[src/rtl/adc_capture_pkg.sv]
// Shared widths, capture FSM encoding and lane-extraction helper
// for the ADC lane unpacker.
package adc_capture_pkg;

    localparam int SAMPLE_W = 9;
    localparam int LANES    = 4;
    localparam int WORD_W   = SAMPLE_W * LANES;

    typedef enum logic [1:0] {
        ST_IDLE = 2'd0,
        ST_RUN  = 2'd1,
        ST_DONE = 2'd2
    } cap_state_t;

    // Lane 0 lives in the least significant bits of the packed word.
    function automatic logic [SAMPLE_W-1:0] lane_of(input logic [WORD_W-1:0] word,
                                                    input logic [1:0]        idx);
        logic [SAMPLE_W-1:0] s;
        s = word[SAMPLE_W-1:0];
        for (int i = 1; i < LANES; i++) begin
            if (idx == 2'(i)) s = word[i*SAMPLE_W +: SAMPLE_W];
        end
        return s;
    endfunction

endpackage

[src/rtl/adc_lane_unpack_if.sv]
// Packed-word input and unpacked-sample output handshakes of the lane unpacker.
interface adc_lane_unpack_if;
    import adc_capture_pkg::*;

    logic [WORD_W-1:0]        ANA_ADC_DATA;
    logic                     ANA_ADC_DATA_VLD;
    logic                     ANA_ADC_DATA_RDY;
    logic [SAMPLE_W-1:0]      SAMPLE_DATA;
    logic [$clog2(LANES)-1:0] SAMPLE_IDX;
    logic                     SAMPLE_VLD;
    logic                     SAMPLE_RDY;
    logic                     SAMPLE_LAST;

    // master = word producer / sample consumer, slave = the unpacker
    modport master (
        output ANA_ADC_DATA, ANA_ADC_DATA_VLD, SAMPLE_RDY,
        input  ANA_ADC_DATA_RDY, SAMPLE_DATA, SAMPLE_IDX, SAMPLE_VLD, SAMPLE_LAST
    );

    modport slave (
        input  ANA_ADC_DATA, ANA_ADC_DATA_VLD, SAMPLE_RDY,
        output ANA_ADC_DATA_RDY, SAMPLE_DATA, SAMPLE_IDX, SAMPLE_VLD, SAMPLE_LAST
    );

endinterface

[src/rtl/adc_word_fifo.sv]
// Synchronous word FIFO with flush; head word is visible combinationally on rd_data.
module adc_word_fifo #(
    parameter int WORD_W = 36,
    parameter int DEPTH  = 8
) (
    input  logic              clk,
    input  logic              rst_n,
    input  logic              flush,
    input  logic              wr_en,
    input  logic [WORD_W-1:0] wr_data,
    input  logic              rd_en,
    output logic [WORD_W-1:0] rd_data,
    output logic              full,
    output logic              empty
);

    localparam int AW = $clog2(DEPTH);
    localparam logic [AW:0] PTR_ONE = 1;

    logic [WORD_W-1:0] mem [DEPTH];
    logic [AW:0]       wr_ptr;
    logic [AW:0]       rd_ptr;

    // Extra pointer bit separates full from empty when the indices match.
    assign empty   = (wr_ptr == rd_ptr);
    assign full    = (wr_ptr[AW] != rd_ptr[AW]) && (wr_ptr[AW-1:0] == rd_ptr[AW-1:0]);
    assign rd_data = mem[rd_ptr[AW-1:0]];

    always_ff @(posedge clk or negedge rst_n) begin
        if (!rst_n) begin
            wr_ptr <= '0;
            rd_ptr <= '0;
        end else if (flush) begin
            wr_ptr <= '0;
            rd_ptr <= '0;
        end else begin
            if (wr_en && !full)  wr_ptr <= wr_ptr + PTR_ONE;
            if (rd_en && !empty) rd_ptr <= rd_ptr + PTR_ONE;
        end
    end

    always_ff @(posedge clk) begin
        if (wr_en && !full) mem[wr_ptr[AW-1:0]] <= wr_data;
    end

endmodule

[src/rtl/adc_lane_unpack.sv]
// Captures packed 4x9-bit ADC words into a FIFO and replays them as a
// stream of single samples, bounded by a requested sample count.
module adc_lane_unpack
    import adc_capture_pkg::*;
#(
    parameter int DEPTH = 8
) (
    input  logic               ADC_CLK500M,
    input  logic               adc96_rstn,
    input  logic               capture_start,
    input  logic [15:0]        capture_len,
    adc_lane_unpack_if.slave   lane_if,
    output logic               capture_busy,
    output logic               capture_done,
    output logic               overflow
);

    cap_state_t        state_q, state_d;
    logic [15:0]       len_q;
    logic [15:0]       sample_cnt_q;
    logic [14:0]       words_q;
    logic [1:0]        lane_q;
    logic              ovf_q;

    logic              fifo_wr, fifo_rd, fifo_flush, fifo_full, fifo_empty;
    logic [WORD_W-1:0] fifo_head;
    logic              start_ok, budget_ok, lane_vld, sample_last, sample_hs;

    assign start_ok    = (state_q == ST_IDLE) && capture_start;
    // Stop taking words once the accepted lanes already cover the request.
    assign budget_ok   = {words_q, 2'b00} < {1'b0, len_q};
    assign lane_vld    = (state_q == ST_RUN) && !fifo_empty;
    assign sample_last = lane_vld && (sample_cnt_q == len_q - 16'd1);
    assign sample_hs   = lane_vld && lane_if.SAMPLE_RDY;

    assign fifo_wr    = (state_q == ST_RUN) && lane_if.ANA_ADC_DATA_VLD && !fifo_full && budget_ok;
    assign fifo_rd    = sample_hs && (lane_q == 2'd3);
    assign fifo_flush = (state_q != ST_RUN) || (sample_hs && sample_last);

    assign lane_if.ANA_ADC_DATA_RDY = (state_q != ST_RUN) || (!fifo_full && budget_ok);
    assign lane_if.SAMPLE_VLD       = lane_vld;
    assign lane_if.SAMPLE_DATA      = lane_vld ? lane_of(fifo_head, lane_q) : '0;
    assign lane_if.SAMPLE_IDX       = lane_q;
    assign lane_if.SAMPLE_LAST      = sample_last;

    assign capture_busy = (state_q == ST_RUN);
    assign capture_done = (state_q == ST_DONE);
    assign overflow     = ovf_q;

    adc_word_fifo #(
        .WORD_W (WORD_W),
        .DEPTH  (DEPTH)
    ) u_fifo (
        .clk     (ADC_CLK500M),
        .rst_n   (adc96_rstn),
        .flush   (fifo_flush),
        .wr_en   (fifo_wr),
        .wr_data (lane_if.ANA_ADC_DATA),
        .rd_en   (fifo_rd),
        .rd_data (fifo_head),
        .full    (fifo_full),
        .empty   (fifo_empty)
    );

    always_comb begin
        state_d = state_q;
        unique case (state_q)
            ST_IDLE: if (capture_start) state_d = (capture_len == 16'd0) ? ST_DONE : ST_RUN;
            ST_RUN:  if (sample_hs && sample_last) state_d = ST_DONE;
            ST_DONE: state_d = ST_IDLE;
            default: state_d = ST_IDLE;
        endcase
    end

    always_ff @(posedge ADC_CLK500M or negedge adc96_rstn) begin
        if (!adc96_rstn) begin
            state_q      <= ST_IDLE;
            len_q        <= '0;
            sample_cnt_q <= '0;
            words_q      <= '0;
            lane_q       <= '0;
            ovf_q        <= 1'b0;
        end else begin
            state_q <= state_d;
            if (start_ok) begin
                len_q        <= capture_len;
                sample_cnt_q <= '0;
                words_q      <= '0;
                ovf_q        <= 1'b0;
            end else begin
                if (sample_hs) sample_cnt_q <= sample_cnt_q + 16'd1;
                if (fifo_wr)   words_q      <= words_q + 15'd1;
                // A word offered into a full FIFO is lost for good.
                if ((state_q == ST_RUN) && lane_if.ANA_ADC_DATA_VLD && fifo_full && budget_ok)
                    ovf_q <= 1'b1;
            end
            if (fifo_flush)     lane_q <= '0;
            else if (sample_hs) lane_q <= lane_q + 2'd1;
        end
    end

endmodule

[src/flat_wrapper.sv]
// flat-port wrapper written by rule: the top's interface ports become plain ports
module adc_lane_unpack_flat import adc_capture_pkg::*;
#(
    parameter int DEPTH = 8
)
  (ADC_CLK500M, adc96_rstn, capture_start, capture_len, capture_busy, capture_done, overflow, lane_if_ANA_ADC_DATA, lane_if_ANA_ADC_DATA_VLD, lane_if_SAMPLE_RDY, lane_if_ANA_ADC_DATA_RDY, lane_if_SAMPLE_DATA, lane_if_SAMPLE_IDX, lane_if_SAMPLE_VLD, lane_if_SAMPLE_LAST);
  adc_lane_unpack_if lane_if_i ();
  input  logic ADC_CLK500M;
  input  logic adc96_rstn;
  input  logic capture_start;
  input  logic [15:0] capture_len;
  output logic capture_busy;
  output logic capture_done;
  output logic overflow;
  input wire logic [$bits(lane_if_i.ANA_ADC_DATA)-1:0] lane_if_ANA_ADC_DATA;
  input wire logic [$bits(lane_if_i.ANA_ADC_DATA_VLD)-1:0] lane_if_ANA_ADC_DATA_VLD;
  input wire logic [$bits(lane_if_i.SAMPLE_RDY)-1:0] lane_if_SAMPLE_RDY;
  output wire logic [$bits(lane_if_i.ANA_ADC_DATA_RDY)-1:0] lane_if_ANA_ADC_DATA_RDY;
  output wire logic [$bits(lane_if_i.SAMPLE_DATA)-1:0] lane_if_SAMPLE_DATA;
  output wire logic [$bits(lane_if_i.SAMPLE_IDX)-1:0] lane_if_SAMPLE_IDX;
  output wire logic [$bits(lane_if_i.SAMPLE_VLD)-1:0] lane_if_SAMPLE_VLD;
  output wire logic [$bits(lane_if_i.SAMPLE_LAST)-1:0] lane_if_SAMPLE_LAST;
  assign lane_if_i.ANA_ADC_DATA = lane_if_ANA_ADC_DATA;
  assign lane_if_i.ANA_ADC_DATA_VLD = lane_if_ANA_ADC_DATA_VLD;
  assign lane_if_i.SAMPLE_RDY = lane_if_SAMPLE_RDY;
  assign lane_if_ANA_ADC_DATA_RDY = lane_if_i.ANA_ADC_DATA_RDY;
  assign lane_if_SAMPLE_DATA = lane_if_i.SAMPLE_DATA;
  assign lane_if_SAMPLE_IDX = lane_if_i.SAMPLE_IDX;
  assign lane_if_SAMPLE_VLD = lane_if_i.SAMPLE_VLD;
  assign lane_if_SAMPLE_LAST = lane_if_i.SAMPLE_LAST;
  adc_lane_unpack #(.DEPTH(DEPTH)) u_core (.ADC_CLK500M(ADC_CLK500M), .adc96_rstn(adc96_rstn), .capture_start(capture_start), .capture_len(capture_len), .lane_if(lane_if_i), .capture_busy(capture_busy), .capture_done(capture_done), .overflow(overflow));
endmodule
[config.mk]
export PLATFORM = sky130hd
export DESIGN_NAME = adc_lane_unpack_flat
export DESIGN_NICKNAME = d
export VERILOG_FILES = /design/src/rtl/adc_capture_pkg.sv /design/src/rtl/adc_lane_unpack_if.sv /design/src/rtl/adc_word_fifo.sv /design/src/rtl/adc_lane_unpack.sv /design/src/flat_wrapper.sv
export SDC_FILE = /design/constraint.sdc
export NUM_CORES = 1
export LEC_CHECK = 0
export CAP_MARGIN = 15
export CORE_MARGIN = 2
export CORE_UTILIZATION = 60
export CTS_CLUSTER_DIAMETER = 40
export CTS_CLUSTER_SIZE = 40
export DETAILED_ROUTE_END_ITERATION = 6
export PLACE_DENSITY = 0.79
export SLEW_MARGIN = 15
export SYNTH_ARGS = -nofsm -noshare
export SYNTH_HDL_FRONTEND = slang
export SYNTH_HIERARCHICAL = 1
export SYNTH_SLANG_ARGS = --single-unit
export TNS_END_PERCENT = 1
[constraint.sdc]
create_clock -name ADC_CLK500M -period 7.68 [get_ports ADC_CLK500M]
set_clock_uncertainty 0.2 [all_clocks]
set_input_delay 2.304 -clock ADC_CLK500M [delete_from_list [all_inputs] [get_ports ADC_CLK500M]]
set_output_delay 2.304 -clock ADC_CLK500M [all_outputs]
set_load 0.01 [all_outputs]
==> qor.yml <==
switchingPower_mw: 2.104
cp_num_buf_inv: 1
dieArea_um2: 27160
power_frac_comb: 0.303
max_stage_delay_ns: 0.91
yosys_warnings: 6
antenna_found_initial: 1
start_kind: "register"
fin_nets: 1124
ioPinCount: 74
fin_ws_ns: 1.070
drv_cap: 0
powerDensity_nw_per_um2: 362.3
cts_resized: 0
yosysMostFrequentCell: "edfxtp_1"
dr.first_iter.drc_count: 750
path_cells: "xor2_1, nor4_1, nand2b_1, a2111oi_0, nand3_1, nor4_4, clkdlybuf4s50_1"
arrival_ns: 4.11
grt_pass1_vias: 8929
min_period_ns: 6.610
core_um2: 25250
grt_pass1_wl_mm: 50.17
wire_per_inst_um: 22.96
p_seq_frac: 0.406
rr_endpoint: "u_core/u_fifo/rd_ptr[3]"
initial_utilization: 0.6142
h-tree-depth: 2
portBuffers: 73
die_h_um: 164.8
num_rows: 58
setup_viol: 0
drv_slew: 0
wl_mm: 32.35
clock_latency_ns: 0.55
diodes: 0
grt_max_degree: 61
cts_made_buffers: 42
internal_power_mw: 4.384
syn2layout_area_growth_pct: 15.43
postCtsSetupBuffers: 0
synth.top_cell.area_share: 0.5575
synth_edf_count: 288
fmax_mhz: 151.3
yosys-top-cells-count: "edfxtp_1 (288), mux4_2 (72), nor2_1 (71)"
root_buffer: "clkbuf_16"
ant_nets: 0
crit_required_ns: 5.18
vias_per_cell: 6.152
ys.flop_type: "edfxtp_1"
drive_above_1_share: 0.2122
ys_seq_area_frac: 0.6543
synth_fp_nets: 1040
r2r_slack_ns: 3.16
status: "completed"
grt_use_total: 0.2477
min_period_over_period: 0.8607
finalHoldViolCount: 0
power.leakage_nw: 6.297
synthArstFlopShare: 0.1724
r2r-start: "u_core/u_fifo/rd_ptr[1]"
syn-cell-area_um2: 15510
hold_start: "u_core/overflow"
dp_hpwl_mm: 19.29
synth_cells: 961
power.total_mw: 6.487
sw_frac_of_total: 0.3243
clockPowerShare: 0.291
grt_overflow: 0
place_ws_ns: 1.576
final.setup.tns_ns: 0
path_delay_family: "simple AND/OR/NAND/NOR gates"
crit_path_top_delay_cell: "dfrtp_4"
drc: 0
cts_tree: "yes"
grt_setup_unrepaired: "false"
utilization: 0.7090
dieWidth_um: 164.8
clkTransAtPathRegs_ns: 0.07
cts_sinks: 348
hold_depth: 2
hold_class: "register to register"
ctsHoldBuffers: 0
cts_buffer_depth: 3
path_max_fanout: 47
ir_drop_mv: 0.2962
end_kind: "primary output"
ys_ff_latch: 348
drtPass1Iterations: 5
min_to: "u_core/overflow"
worst-setup-path-type: "register to primary output"
slew_headroom: 0.4056
synth_top_area_cell: "edfxtp_1"
worstMarginPinSlew_ns: 0.8819
syn_avg_cell_area_um2: 16.14
reg2regPathDepth: 10
synthTopCellsByArea: "edfxtp_1 (56%), mux4_2 (10%), dfrtp_1 (9.7%), mux2_4 (3.6%), ha_1 (1.8%)"
gp_congestion: 0.8684
n_fill_cell: 1623
via_count: 8668
synth_cell_type_count: 70
==> metrics by stage <==
| stage | std cells | hold slack [ns] | cell area (µm²) |
|---|---|---|---|
| floorplan | 961 | 0.2638 | 15510 |
| global placement | 1331 | 0.2771 | 16540 |
| detailed placement | 1331 | 0.3012 | 16540 |
| CTS | 1409 | 0.3148 | 17910 |
| global route | 1409 | 0.3216 | 17910 |
| finish | 1409 | 0.3014 | 17910 |
==> worst min-delay path: cells and delay by family (launching register included) <==
| kind | cells | cell delay (ns) |
|---|---|---|
| flops | 1 | 0.35 |
| simple gates | 1 | 0.07 |
| compound gates | 1 | 0.05 |
==> metal layers <==
| layer | part of all wire | track usage | wire length [µm] |
|---|---|---|---|
| met4 | 0.026 | 0.08024 | 832 |
| met2 | 0.51 | 0.4235 | 16400 |
| met1 | 0.41 | 0.3264 | 13120 |
| met5 | 0.00049 | 0 | 16 |
| met3 | 0.061 | 0.04445 | 1977 |
==> cells in the final DEF, fill, tap and decap left out, drive strengths merged, types with 28 or more instances in the layout <==
cell type        n
clkdlybuf4s50   72
clkbuf          42
a21oi           32
o21ai           28
nor2            71
mux2            42
mux4            72
inv             31
dfrtp           60
nand2           54
edfxtp         288
==> registers in the layout (all words and copies together), names as in the netlist <==
name                       cells
u_core/len_q                  16
u_core/sample_cnt_q           16
u_core/overflow                1
u_core/u_fifo/wr_ptr           4
u_core/u_fifo/rd_ptr           4
u_core/state_q                 2
u_core/words_q                15
u_core/lane_if.SAMPLE_IDX      2
u_core/u_fifo/mem            288
==> worst max-delay path by stage <==
stage | end | cells past startpoint | slack [ns] | from
after global routing | lane_if_SAMPLE_LAST | 7 | 0.70 | u_core/u_fifo/rd_ptr[1]
after floorplan | u_core/u_fifo/mem[0][0] | 5 | 0.57 | lane_if_ANA_ADC_DATA_VLD
after CTS | lane_if_SAMPLE_LAST | 7 | 1.03 | u_core/u_fifo/rd_ptr[1]
after global placement | lane_if_SAMPLE_DATA[0] | 10 | 1.68 | u_core/u_fifo/rd_ptr[0]
after detailed placement | lane_if_SAMPLE_LAST | 7 | 1.58 | u_core/u_fifo/rd_ptr[1]
final | lane_if_SAMPLE_LAST | 7 | 1.07 | u_core/u_fifo/rd_ptr[1]
==> cell type report <==
type	count	area (µm²)	share of cell area
flip-flops and latches	348	10160	0.5673
multi-input cells	540	5025	0.2806
clock inverters	36	319.1	0.01782
clock buffers	42	1051	0.05870
inverters	23	86.33	0.004821
repair buffers	90	853.3	0.04766
well taps	330	412.9	0.02306
==> power groups by stage <==
stage	clock network (mW)	registers [mW]	logic (mW)
floorplan	0	2.53	1.49
global placement	0	2.65	1.92
detailed placement	0	2.67	1.96
CTS	1.92	2.63	1.98
global route	2.00	2.67	2.12
finish	1.89	2.63	1.97
==> logic make-up after synthesis <==
logic type	share of synthesized area
and+or+nand+nor	0.07864
buffers and inverters	0.02557
xor gates and xnor gates	0.02307
adders and majority gates	0.01774
AOI/OAI and AO/OA	0.04574
muxes	0.1549
DFF	0.6543
No activity file was read; power rests on OpenSTA's default activity.
